$ cat config.mk
export PLATFORM = sky130hd
export DESIGN_NAME = mem_sequencer_flat
export DESIGN_NICKNAME = d
export VERILOG_FILES = /design/src/rtl/mem_sequencer_if.sv /design/src/rtl/mem_sequencer.sv /design/src/flat_wrapper.sv
export SDC_FILE = /design/constraint.sdc
export NUM_CORES = 1
export LEC_CHECK = 0
export ABC_CLOCK_PERIOD_IN_PS = 2350
export CAP_MARGIN = 25
export CORE_ASPECT_RATIO = 0.9
export CORE_UTILIZATION = 47
export CTS_CLUSTER_DIAMETER = 200
export DETAILED_ROUTE_END_ITERATION = 7
export PLACE_DENSITY = 0.82
export SETUP_SLACK_MARGIN = 0.1
export SLEW_MARGIN = 20
export SYNTH_ARGS = -nofsm -noshare
export SYNTH_HDL_FRONTEND = slang
export SYNTH_SLANG_ARGS = --single-unit
export TNS_END_PERCENT = 1
$ cat constraint.sdc
create_clock -name clk -period 2.35 [get_ports clk]
set_input_delay 0.47 -clock clk [delete_from_list [all_inputs] [get_ports clk]]
set_output_delay 0.47 -clock clk [all_outputs]
set_load 0.02 [all_outputs]
$ cat src/rtl/mem_sequencer_if.sv
// CPU-side handshake and memory-manager bus of mem_sequencer.
// The fetch_count signal exists only when FETCH_COUNT_EN is defined.
interface mem_sequencer_if;
    // CPU core requests
    logic        fetch_req;
    logic        xfer_req;
    logic        xfer_write;
    logic [3:0]  xfer_last;
    logic [11:0] xfer_addr;
    logic        pc_load;
    logic [11:0] pc_value;
    logic        pc_skip;
    // Memory manager controls and CPU status
    logic [11:0] pc;
    logic [11:0] address;
    logic [3:0]  address_counter;
    logic        write_enable;
    logic [3:0]  write_count;
    logic        busy;
    logic        done;
    logic        opcode_valid;
`ifdef FETCH_COUNT_EN
    logic [15:0] fetch_count;
`endif

    modport master (
        output fetch_req, xfer_req, xfer_write, xfer_last, xfer_addr,
        output pc_load, pc_value, pc_skip,
        input  pc, address, address_counter, write_enable, write_count,
        input  busy, done, opcode_valid
`ifdef FETCH_COUNT_EN
        , input fetch_count
`endif
    );

    modport slave (
        input  fetch_req, xfer_req, xfer_write, xfer_last, xfer_addr,
        input  pc_load, pc_value, pc_skip,
        output pc, address, address_counter, write_enable, write_count,
        output busy, done, opcode_valid
`ifdef FETCH_COUNT_EN
        , output fetch_count
`endif
    );
endinterface

$ cat src/rtl/mem_sequencer.sv
// Opcode-fetch / block-transfer sequencer in front of the memory manager.
// Define FETCH_COUNT_EN to add the 16-bit completed-fetch counter (bus.fetch_count).
module mem_sequencer #(
    parameter logic [11:0] PC_RESET = 12'h200,
    parameter logic [11:0] PC_STEP  = 12'd2
) (
    input logic            clk,
    input logic            reset,
    mem_sequencer_if.slave bus
);

    typedef enum logic [2:0] {
        StIdle,
        StFetchHi,
        StFetchLo,
        StXfer,
        StDone
    } state_e;

    state_e     state_q;
    logic [3:0] last_q;

    always_ff @(posedge clk) begin
        if (reset) begin
            state_q             <= StIdle;
            last_q              <= 4'd0;
            bus.pc              <= PC_RESET;
            bus.address         <= 12'd0;
            bus.address_counter <= 4'd0;
            bus.write_enable    <= 1'b0;
            bus.write_count     <= 4'd0;
            bus.busy            <= 1'b0;
            bus.done            <= 1'b0;
            bus.opcode_valid    <= 1'b0;
`ifdef FETCH_COUNT_EN
            bus.fetch_count     <= 16'd0;
`endif
        end else begin
            bus.done <= 1'b0;

            unique case (state_q)
                StIdle: begin
                    // Transfers win over fetches; neither is queued once busy.
                    if (bus.xfer_req) begin
                        bus.address         <= bus.xfer_addr;
                        last_q              <= bus.xfer_last;
                        bus.write_count     <= bus.xfer_write ? bus.xfer_last : 4'd0;
                        bus.write_enable    <= bus.xfer_write;
                        bus.address_counter <= 4'd0;
                        bus.busy            <= 1'b1;
                        bus.opcode_valid    <= 1'b0;
                        state_q             <= StXfer;
                    end else if (bus.fetch_req) begin
                        bus.address_counter <= 4'd0;
                        bus.busy            <= 1'b1;
                        bus.opcode_valid    <= 1'b0;
                        state_q             <= StFetchHi;
                    end
                end

                StFetchHi: begin
                    bus.address_counter <= 4'd1;
                    state_q             <= StFetchLo;
                end

                StFetchLo: begin
                    bus.address_counter <= 4'd0;
                    bus.opcode_valid    <= 1'b1;
                    bus.done            <= 1'b1;
                    state_q             <= StDone;
`ifdef FETCH_COUNT_EN
                    bus.fetch_count     <= bus.fetch_count + 16'd1;
`endif
                end

                StXfer: begin
                    if (bus.address_counter == last_q) begin
                        bus.write_enable    <= 1'b0;
                        bus.address_counter <= 4'd0;
                        bus.done            <= 1'b1;
                        state_q             <= StDone;
                    end else begin
                        bus.address_counter <= bus.address_counter + 4'd1;
                    end
                end

                StDone: begin
                    bus.busy <= 1'b0;
                    state_q  <= StIdle;
                end

                default: begin
                    bus.busy         <= 1'b0;
                    bus.write_enable <= 1'b0;
                    state_q          <= StIdle;
                end
            endcase

            // A load overrides the post-fetch increment; skip only applies while idle.
            if (bus.pc_load) begin
                bus.pc <= bus.pc_value;
            end else if (state_q == StFetchLo) begin
                bus.pc <= bus.pc + PC_STEP;
            end else if (state_q == StIdle && bus.pc_skip) begin
                bus.pc <= bus.pc + PC_STEP;
            end
        end
    end

endmodule
$ cat src/flat_wrapper.sv
// flat-port wrapper written by rule: the top's interface ports become plain ports
module mem_sequencer_flat 
#(
    parameter logic [11:0] PC_RESET = 12'h200,
    parameter logic [11:0] PC_STEP  = 12'd2
)
  (clk, reset, bus_fetch_req, bus_xfer_req, bus_xfer_write, bus_xfer_last, bus_xfer_addr, bus_pc_load, bus_pc_value, bus_pc_skip, bus_pc, bus_address, bus_address_counter, bus_write_enable, bus_write_count, bus_busy, bus_done, bus_opcode_valid);
  mem_sequencer_if bus_i ();
  input logic clk;
  input logic reset;
  input wire logic [$bits(bus_i.fetch_req)-1:0] bus_fetch_req;
  input wire logic [$bits(bus_i.xfer_req)-1:0] bus_xfer_req;
  input wire logic [$bits(bus_i.xfer_write)-1:0] bus_xfer_write;
  input wire logic [$bits(bus_i.xfer_last)-1:0] bus_xfer_last;
  input wire logic [$bits(bus_i.xfer_addr)-1:0] bus_xfer_addr;
  input wire logic [$bits(bus_i.pc_load)-1:0] bus_pc_load;
  input wire logic [$bits(bus_i.pc_value)-1:0] bus_pc_value;
  input wire logic [$bits(bus_i.pc_skip)-1:0] bus_pc_skip;
  output wire logic [$bits(bus_i.pc)-1:0] bus_pc;
  output wire logic [$bits(bus_i.address)-1:0] bus_address;
  output wire logic [$bits(bus_i.address_counter)-1:0] bus_address_counter;
  output wire logic [$bits(bus_i.write_enable)-1:0] bus_write_enable;
  output wire logic [$bits(bus_i.write_count)-1:0] bus_write_count;
  output wire logic [$bits(bus_i.busy)-1:0] bus_busy;
  output wire logic [$bits(bus_i.done)-1:0] bus_done;
  output wire logic [$bits(bus_i.opcode_valid)-1:0] bus_opcode_valid;
  assign bus_i.fetch_req = bus_fetch_req;
  assign bus_i.xfer_req = bus_xfer_req;
  assign bus_i.xfer_write = bus_xfer_write;
  assign bus_i.xfer_last = bus_xfer_last;
  assign bus_i.xfer_addr = bus_xfer_addr;
  assign bus_i.pc_load = bus_pc_load;
  assign bus_i.pc_value = bus_pc_value;
  assign bus_i.pc_skip = bus_pc_skip;
  assign bus_pc = bus_i.pc;
  assign bus_address = bus_i.address;
  assign bus_address_counter = bus_i.address_counter;
  assign bus_write_enable = bus_i.write_enable;
  assign bus_write_count = bus_i.write_count;
  assign bus_busy = bus_i.busy;
  assign bus_done = bus_i.done;
  assign bus_opcode_valid = bus_i.opcode_valid;
  mem_sequencer #(.PC_RESET(PC_RESET), .PC_STEP(PC_STEP)) u_core (.clk(clk), .reset(reset), .bus(bus_i));
endmodule
Word level (Yosys, flattened, before mapping)
Index checks and enable logic that the tools add are counted.
{ "word_totals": {"regBits": 43, "inputBits": 35} }
{ "op_classes": {"n_addsub": 2, "eq_ne": 8, "mux": 23, "bitwise": 2, "n_reduce_logical": 13} }
{ "op_table": {"columns": ["cell", "n"], "rows": [
  ["$mux W12", 3],
  ["$mux W4", 4],
  ["$pmux W4 S4", 1],
  ["$add A12 B2 Y12 const B", 1],
  ["$pmux W3 S4", 1],
  ["$reduce_and A2 Y1", 5],
  ["$mux W3", 3],
  ["$mux W1", 7],
  ["$eq A3 B2 Y1 const B", 2],
  ["$pmux W1 S2", 3],
  ["$reduce_or A3 Y1", 2],
  ["$add A4 B1 Y4 const B", 1],
  ["$eq A4 B4 Y1", 1],
  ["$reduce_bool A4 Y1", 1],
  ["$eq A3 B1 Y1 const B", 1],
  ["$eq A3 B3 Y1 const B", 1],
  ["$logic_not A3 Y1", 1],
  ["$ne A3 B3 Y1 const B", 1],
  ["$pmux W1 S3", 1],
  ["$reduce_and A3 Y1", 1],
  ["$reduce_bool A3 Y1", 1],
  ["$ne A2 B1 Y1 const B", 1],
  ["$ne A2 B2 Y1 const B", 1],
  ["$not A1 Y1", 2],
  ["other kinds (2)", 2]
]} }

Longest topological paths before layout
Gate-level depths: netlist of the first run.
{ "logic_depth": {"ltp_word": 5, "mapped_depth": 6, "ltp_nobuf": 4} }

Least setup slack after synthesis of the first run
Ideal clock, no wire load.
{ "synth_path": {"kind": "register -> register", "from": "reg u_core.bus.pc[3]", "to": "reg u_core.bus.pc[10]", "t_arrival_ns": 1.356, "path_slack_ns": 0.891, "stages_incl_launch_ff": 5, "path_buffers": 0, "period_less_slack_ns": 1.459, "cell_sequence": "dfxtp_1 and4_1 and4_1 a211oi_1 a2111oi_2"} }
{ "synth_between": {"elab_chain_cells": 4} }
{ "synth_rtl": {"columns": ["item", "line", "source"], "rows": [
  ["start: declaration", "mem_sequencer_if.sv:39", "output pc, address, address_counter, write_enable, write_count,"],
  ["start signal: assignment", "mem_sequencer.sv:101", "bus.pc <= bus.pc_value;"],
  ["start signal: assignment", "mem_sequencer.sv:103", "bus.pc <= bus.pc + PC_STEP;"],
  ["start signal: assignment", "mem_sequencer.sv:105", "bus.pc <= bus.pc + PC_STEP;"],
  ["$add A12 B2 Y12 (*)", "mem_sequencer.sv:103, mem_sequencer.sv:105", null],
  ["$mux W12", "mem_sequencer.sv:104", "end else if (state_q == StIdle && bus.pc_skip) begin"],
  ["$mux W12 (*)", "mem_sequencer.sv:102", "end else if (state_q == StFetchLo) begin"],
  ["$mux W12 (*)", "mem_sequencer.sv:100", "if (bus.pc_load) begin"]
]} }
Every way passes the cells marked *; elsewhere a longest branch is shown, timed or not. The select of a mux whose other input is x is not followed.
A chain may end at the register's enable or synchronous reset.

Worst setup path after layout of the first run
{ "layout_path": {"from": "reg u_core.bus.address_counter[0]", "to": "out bus_address_counter[0]"} }
{ "layout_lines": {"columns": ["item", "line", "source"], "rows": [
  ["start: declaration", "mem_sequencer_if.sv:39", null],
  ["start signal: assignment", "mem_sequencer.sv:83", "bus.address_counter <= bus.address_counter + 4'd1;"],
  ["end: declaration", "flat_wrapper.sv:21", "output wire logic [$bits(bus_i.address_counter)-1:0] bus_address_counter;"]
]} }
No word-level cell between the ends.

==> reports/results.txt, run 1 <==
Run status - complete, no violations
Share of flip-flops with an asynchronous set or reset - 0%
Master of the slowest instance on the critical path - clkdlybuf4s50_1
Number of diodes - 0
Number of global-route vias before repair - 1,703
Count of placed standard cells including taps - 336
Clock Root Buffer - clkbuf_8
Transition at the pin with the smallest max-transition slack - 651 ps
Sequential share of power - 48.2%
Largest family of logic cells by synthesized area - simple AND/OR/NAND/NOR gates
GP Congestion - 0.824
Maximum number of buffers from clock root to sink - 2
Remaining antenna violation count after routing - 0
Data arrival time of the critical path - 1410 ps
Via-to-Cell Ratio - 5.42
Total wirelength of the detailed-routed design - 4680 um
Flop-to-flop setup slack - 570 ps
Cell area power density - 641 mW/mm^2
Sink count of the clock tree - 43
Synthesized instance count - 229
Hold path start - u_core.bus.write_count[3]
Share of synthesized area spent on multiplexers - 1.04%
Number of DRC markers after the initial detailed-route iteration - 133
Fraction of power consumed by combinational cells - 26.8%
Area of the placeable core - 0.00381 mm^2
Antenna violations before repair - 0
I/O pin count - 71
Y dimension of the die - 62.7 um
Number of violations of the max-capacitance limit - 0
NumNets Final - 334
Shortest clock period the worst path allows after layout - 1880 ps
Power Internal - 1.23 mW
Max stage delay on crit path - 660 ps
Worst max-slew margin expressed relative to the limit - 56.1%
Number of DRC violations after detailed routing - 0
Clk Latency, worst-skew pair - 290 ps
Buf+Inv Stages, Crit Path - 1
CTS tree - yes
Final number of hold-violating endpoints - 0
Final non-filler cell total - 344
Number of cells upsized or downsized after cts - 0
Most frequent standard cell in the layout excluding fill and tap cells - clkdlybuf4s50_1
Width of the die - 69.4 um
Startpoint-to-endpoint class of the critical path - flop to output port
Avg Inst Size Synth - 8.40 um^2
Count of hold buffers inserted by post-cts repair - 0
Leading cell types in the layout, fill and taps excluded - clkdlybuf4s50_1 (70), nand2_1 (45), dfxtp_1 (43)
CTS H-tree depth - 2
DR pass1 iterations - 4
Setup tns final - 0 ps
Part of the Yosys area used for sequential elements - 44.8%
Final worst clock skew - 4.25 ps
First-pass GRT wire length - 7850 um
Global Route Usage Sum - 22.2%
Total of buffers placed on input and output ports - 70
CTS buffer count - 5
Critical Path Fanout Max - 6
Worst reg2reg startpoint - u_core.state_q[0]
Number of setup buffers added after CTS - 0
Arithmetic-cell share of the synthesized area counting full adders, half adders and majority gates - 1.82%
Psw - 0.530 mW
Via count - 1,863
Setup repair after global routing missed its margin - false
Share of final-layout standard cells stronger than drive strength 1 - 7.05%
XOR/XNOR share of the synthesized area - 4.55%
Achievable clock frequency - 531 MHz
Total of endpoints with negative setup slack in the final report - 0
Clock power frac - 25.0%
Yosys reg bits - 43
Simple logic cell fraction of the synthesized area - 26.4%
Setup crit end kind - output port
Capture endpoint of the worst hold path - u_core.bus.write_count[3]
Post-synthesis net count - 266
Worst min-delay path category - flop to flop
Maximum ir drop on the vdd rail - 0.391 mV
Post-layout utilization of the core - 72.1%
Final Cycle Share - 80.1%
EDFF count, synth - 0
Reg2Reg Depth - 5
Crit path launch type - flop
Clock transition at the registers of the reported paths - 70 ps
Fraction of power spent switching nets - 30.1%
Flip-flop cell with the highest count after synthesis - dfxtp_1
Area overhead of the layout relative to synthesis - 42.9%
Placement Rows - 21
Die ar. - 0.00435 mm^2
Compound-cell area share of the yosys netlist - 16.3%
Cell count of the worst hold path - 2
Fin. max-slew vios - 0
Endpoint of the worst register-to-register path - u_core.bus.address_counter[3]
Count of synthesis-stage warnings from yosys - 0
Data required time of the worst path - 1880 ps
Remaining Overflow, GRT - 0
Leakage power - 0.995 nW
Final routed wire length divided by cell count - 13.6 um
Maximum number of pins on one net before global-route repair - 26
Crit-path leading delay family - buffers and inverters
Ordered cell list for the critical path - clkdlybuf4s50_1
Initial core utilization - 50.5%
Final HPWL from detailed placement - 3390 um
Area of the mapped netlist - 0.00192 mm^2
Cell variety after synth - 43
## state kept, by name, indices dropped and copies added, names as in the netlist
signal / count
u_core.bus.opcode_valid: 1
u_core.bus.address: 12
u_core.bus.busy: 1
u_core.bus.write_enable: 1
u_core.bus.address_counter: 4
u_core.bus.pc: 12
u_core.state_q: 3
u_core.bus.done: 1
u_core.bus.write_count: 4
u_core.last_q: 4
## stage by stage
stage / hold WS (ps) / power, mW / area [um^2] / setup WS (ps)
floorplan: 449 / 1.13 / 1920 / 891
global route: 476 / 1.86 / 2750 / 410
finish: 456 / 1.76 / 2750 / 467
CTS: 457 / 1.77 / 2750 / 462
global placement: 439 / 1.32 / 2670 / 468
detailed placement: 446 / 1.34 / 2670 / 426
## kinds of logic after synthesis
kind of cell    count (synthesis)
compound gates                 48
xor+xnor                       10
fa+ha+maj                       3
buf+inv                        22
flops                          43
mux                             2
simple gates                  101
## power groups by stage
stage	Clock, mW	Combinational (mW)	Sequential, mW
after global routing	0.493	0.512	0.858
after CTS	0.452	0.473	0.848
after detailed placement	0	0.471	0.864
after global placement	0	0.463	0.861
after floorplan	0	0.217	0.908
final	0.441	0.472	0.850
## layer usage
layer,up-vias,global-route usage [%],part of all wire (%)
met2,65,36.5,48
met1,866,29.6,45
met4,0,6.12,1.1
met3,6,4.52,6.2
met5,-,0,0
li1,926,-,-
## layout make-up
class	instances	area, um^2
repair buffers	77	753
fillers	298	1060
clock buffers	7	76.3
flip-flops and latches	43	861
inverters	6	22.5
multi-input cells	164	972
clock inverters	1	5.00
well taps	46	57.6
## cells in the mapped netlist (2+ instances only)
| library cell | number | share of area (%) |
|---|---|---|
| a211oi_1 | 7 | 2.7 |
| a21oi_1 | 24 | 6.2 |
| a311oi_1 | 2 | 0.91 |
| a31oi_1 | 3 | 0.98 |
| and4_1 | 3 | 1.4 |
| buf_2 | 7 | 1.8 |
| clkbuf_1 | 8 | 1.6 |
| dfxtp_1 | 43 | 45 |
| ha_1 | 2 | 1.3 |
| inv_1 | 6 | 1.2 |
| mux2i_1 | 2 | 1.0 |
| nand2_1 | 45 | 8.8 |
| nand3_1 | 8 | 2.1 |
| nand3b_1 | 6 | 2.3 |
| nand4_1 | 3 | 0.98 |
| nor2_1 | 19 | 3.7 |
| nor3_1 | 4 | 1.0 |
| nor4_2 | 2 | 1.3 |
| nor4b_1 | 2 | 0.91 |
| o21ai_0 | 2 | 0.52 |
| xnor2_1 | 7 | 3.2 |
| xor2_1 | 3 | 1.4 |
## worst min-delay path: stages, from the launching register on
cell and delay [ps]:
dfxtp_1 320, nand2_1 50, a21oi_1 50
## how the worst max path moves through the flow
stage                                       start                       endpoint  slack, ps  cells after the start
floorplan                        u_core.bus.pc[3]              u_core.bus.pc[10]        890                      4
global placement                      bus_pc_skip              u_core.bus.pc[11]        470                      5
global route                    u_core.state_q[0]  u_core.bus.address_counter[2]        410                      5
finish              u_core.bus.address_counter[0]         bus_address_counter[0]        470                      1
detailed placement                    bus_pc_skip              u_core.bus.pc[11]        430                      5
CTS                 u_core.bus.address_counter[0]         bus_address_counter[0]        460                      1
(Power assumes the default switching activity.)
==> run 2: changes to the inputs <==
--- a/config.mk
+++ b/config.mk
@@ -5,13 +5,13 @@
 export SDC_FILE = /design/constraint.sdc
 export NUM_CORES = 1
 export LEC_CHECK = 0
-export ABC_CLOCK_PERIOD_IN_PS = 2350
+export ABC_CLOCK_PERIOD_IN_PS = 1750
 export CAP_MARGIN = 25
 export CORE_ASPECT_RATIO = 0.9
-export CORE_UTILIZATION = 47
+export CORE_UTILIZATION = 44
 export CTS_CLUSTER_DIAMETER = 200
 export DETAILED_ROUTE_END_ITERATION = 7
-export PLACE_DENSITY = 0.82
+export PLACE_DENSITY = 0.77
 export SETUP_SLACK_MARGIN = 0.1
 export SLEW_MARGIN = 20
 export SYNTH_ARGS = -nofsm -noshare
==> constraint.sdc (replaced) <==
create_clock -name clk -period 1.75 [get_ports clk]
set_input_delay 0.35 -clock clk [delete_from_list [all_inputs] [get_ports clk]]
set_output_delay 0.35 -clock clk [all_outputs]
set_load 0.02 [all_outputs]
==> reports/results.txt, run 2 (synthesis results as in run 1) <==
Run status - complete, no violations
Count of placed standard cells including taps - 342 (+1.8%)
Max stage delay on crit path - 630 ps (-30 ps)
Critical Path Fanout Max - 4 (-2)
Crit-path leading delay family - buffers and inverters
Master of the slowest instance on the critical path - clkdlybuf4s50_1
Die ar. - 0.00464 mm^2 (+6.6%)
DR pass1 iterations - 4 (unchanged)
Leading cell types in the layout, fill and taps excluded - clkdlybuf4s50_1 (58), nand2_1 (45), dfxtp_1 (43)
Area of the placeable core - 0.00413 mm^2 (+8.4%)
Clock transition at the registers of the reported paths - 90 ps (+20 ps)
Number of DRC markers after the initial detailed-route iteration - 101 (-24%)
Final routed wire length divided by cell count - 13.0 um (-4.3%)
Buf+Inv Stages, Crit Path - 1 (unchanged)
Final non-filler cell total - 349 (+1.5%)
Largest regs - u_core.bus.address: 12 flops, u_core.bus.pc: 12 flops
Maximum number of buffers from clock root to sink - 2 (unchanged)
Clock power frac - 29.6% (+4.6 points)
Hold path start - u_core.bus.write_count[0]
Setup slack at placement - -41.1 ps (-467 ps)
Setup crit end kind - output port
Achievable clock frequency - 607 MHz
Total of buffers placed on input and output ports - 70 (unchanged)
Setup tns final - 0 ps (unchanged)
Total power - 2.54 mW (+44%)
Sequential share of power - 44.9% (-3.3 points)
Maximum ir drop on the vdd rail - 0.540 mV (+38%)
Via count - 1,836 (-1.4%)
Final Cycle Share - 94.1%
CTS H-tree depth - 2 (unchanged)
I/O pin count - 71 (unchanged)
CTS buffer count - 5 (unchanged)
Setup repair after global routing missed its margin - true
Psw - 0.731 mW (+38%)
Number of DRC violations after detailed routing - 0 (unchanged)
Area overhead of the layout relative to synthesis - 46.6%
NumNets Final - 338 (+1.2%)
Clk Latency, worst-skew pair - 290 ps (about the same)
Worst min-delay path category - flop to flop
Final worst clock skew - 6.80 ps (+2.55 ps)
Worst-case setup margin in the final layout - 103 ps (-363 ps)
Cell area power density - 900 mW/mm^2 (+40%)
Number of global-route vias before repair - 1,691 (-0.70%)
GP Congestion - 0.793 (-3.7%)
Worst hold-check slack - 457 ps (+0.865 ps)
Power Internal - 1.81 mW (+47%)
Fraction of power spent switching nets - 28.8% (-1.3 points)
Crit path launch type - flop
Maximum number of pins on one net before global-route repair - 25 (-3.8%)
Y dimension of the die - 64.7 um (+3.2%)
Sink count of the clock tree - 43 (unchanged)
Placement Rows - 22 (+4.8%)
Antenna violations before repair - 0 (unchanged)
Post-layout utilization of the core - 68.3% (-3.8 points)
Ordered cell list for the critical path - clkdlybuf4s50_1
Fin. max-slew vios - 0 (unchanged)
First-pass GRT wire length - 7510 um (-4.3%)
Data arrival time of the critical path - 1300 ps (-110 ps)
Start point of the critical path - u_core.bus.pc[9]
Share of final-layout standard cells stronger than drive strength 1 - 8.64% (+1.6 points)
Via-to-Cell Ratio - 5.26 (-2.9%)
Number of diodes - 0 (unchanged)
Remaining antenna violation count after routing - 0 (unchanged)
Number of violations of the max-capacitance limit - 0 (unchanged)
CTS tree - yes
Most frequent standard cell in the layout excluding fill and tap cells - clkdlybuf4s50_1
Initial core utilization - 46.6% (-3.9 points)
Global Route Usage Sum - 20.6% (-1.6 points)
Worst reg2reg startpoint - u_core.state_q[2]
Total of endpoints with negative setup slack in the final report - 0 (unchanged)
Startpoint-to-endpoint class of the critical path - flop to output port
Finished layout cell area - 0.00282 mm^2 (+2.6%)
Transition at the pin with the smallest max-transition slack - 402 ps (-248 ps)
Clock Root Buffer - clkbuf_8
Data required time of the worst path - 1400 ps (-480 ps)
Fraction of power consumed by combinational cells - 25.5% (-1.3 points)
Worst max-slew margin expressed relative to the limit - 73.1% (+17 points)
Final HPWL from detailed placement - 3290 um (-3.0%)
Leakage power - 1.09 nW (+9.2%)
Width of the die - 71.7 um (+3.3%)
Total wirelength of the detailed-routed design - 4540 um (-2.9%)
Fillcell total - 362 (+21%)
Final number of hold-violating endpoints - 0 (unchanged)
Remaining Overflow, GRT - 0 (unchanged)
Post-detailed-placement cell area - 0.00272 mm^2 (+2.2%)
Shortest clock period the worst path allows after layout - 1650 ps
## run 2: cell count changes in the layout (fill, tap and decap cells not counted), sizes merged
cell / change
dlygate4sd2: +11
dlymetal6s2s: +1
clkinvlp: +1
bufinv: +1
buf: +4
clkbuf: -2
clkdlybuf4s50: -12
clkinv: -1
## run 2: area by class of cell
cell class	count	area (um^2)	area share [%]
multi-input cells	164	972	34.5
flip-flops and latches	43	861	30.5
inverters	6	22.5	0.799
clock inverters	2	37.5	1.33
well taps	48	60.1	2.13
repair buffers	81	797	28.3
clock buffers	5	68.8	2.44
## run 2: final timing paths
check,to,slack (ps),cells past startpoint
max,bus_pc[9],100,1
max reg2reg,u_core.bus.pc[10],200,4
min,u_core.bus.write_count[0],460,2
min reg2reg,u_core.bus.write_count[0],460,2
## run 2: per-layer routing
| metal | routed length, um | up-vias | GRT usage [%] |
|---|---|---|---|
| met5 | 0 | - | 0 |
| met4 | 25 | 0 | 5.88 |
| met3 | 216 | 2 | 4.98 |
| met2 | 2090 | 37 | 33.3 |
| met1 | 2210 | 854 | 27.4 |
| li1 | - | 943 | - |
## run 2: what timing repair did
action,in CTS,in global routing
pin swaps,0,0
buffers inserted,0,0
hold buffers,0,0
resized for setup,11,1
endpoints found under the setup margin,11,5
## run 2: power by group through the flow
stage	Sequential [mW]	Combinational, mW	Clock (mW)
6_report	1.14	0.648	0.751
5_1_grt	1.15	0.703	0.812
4_1_cts	1.14	0.654	0.764
3_5_place_dp	1.16	0.662	0
3_3_place_gp	1.16	0.654	0
2_1_floorplan	1.22	0.292	0
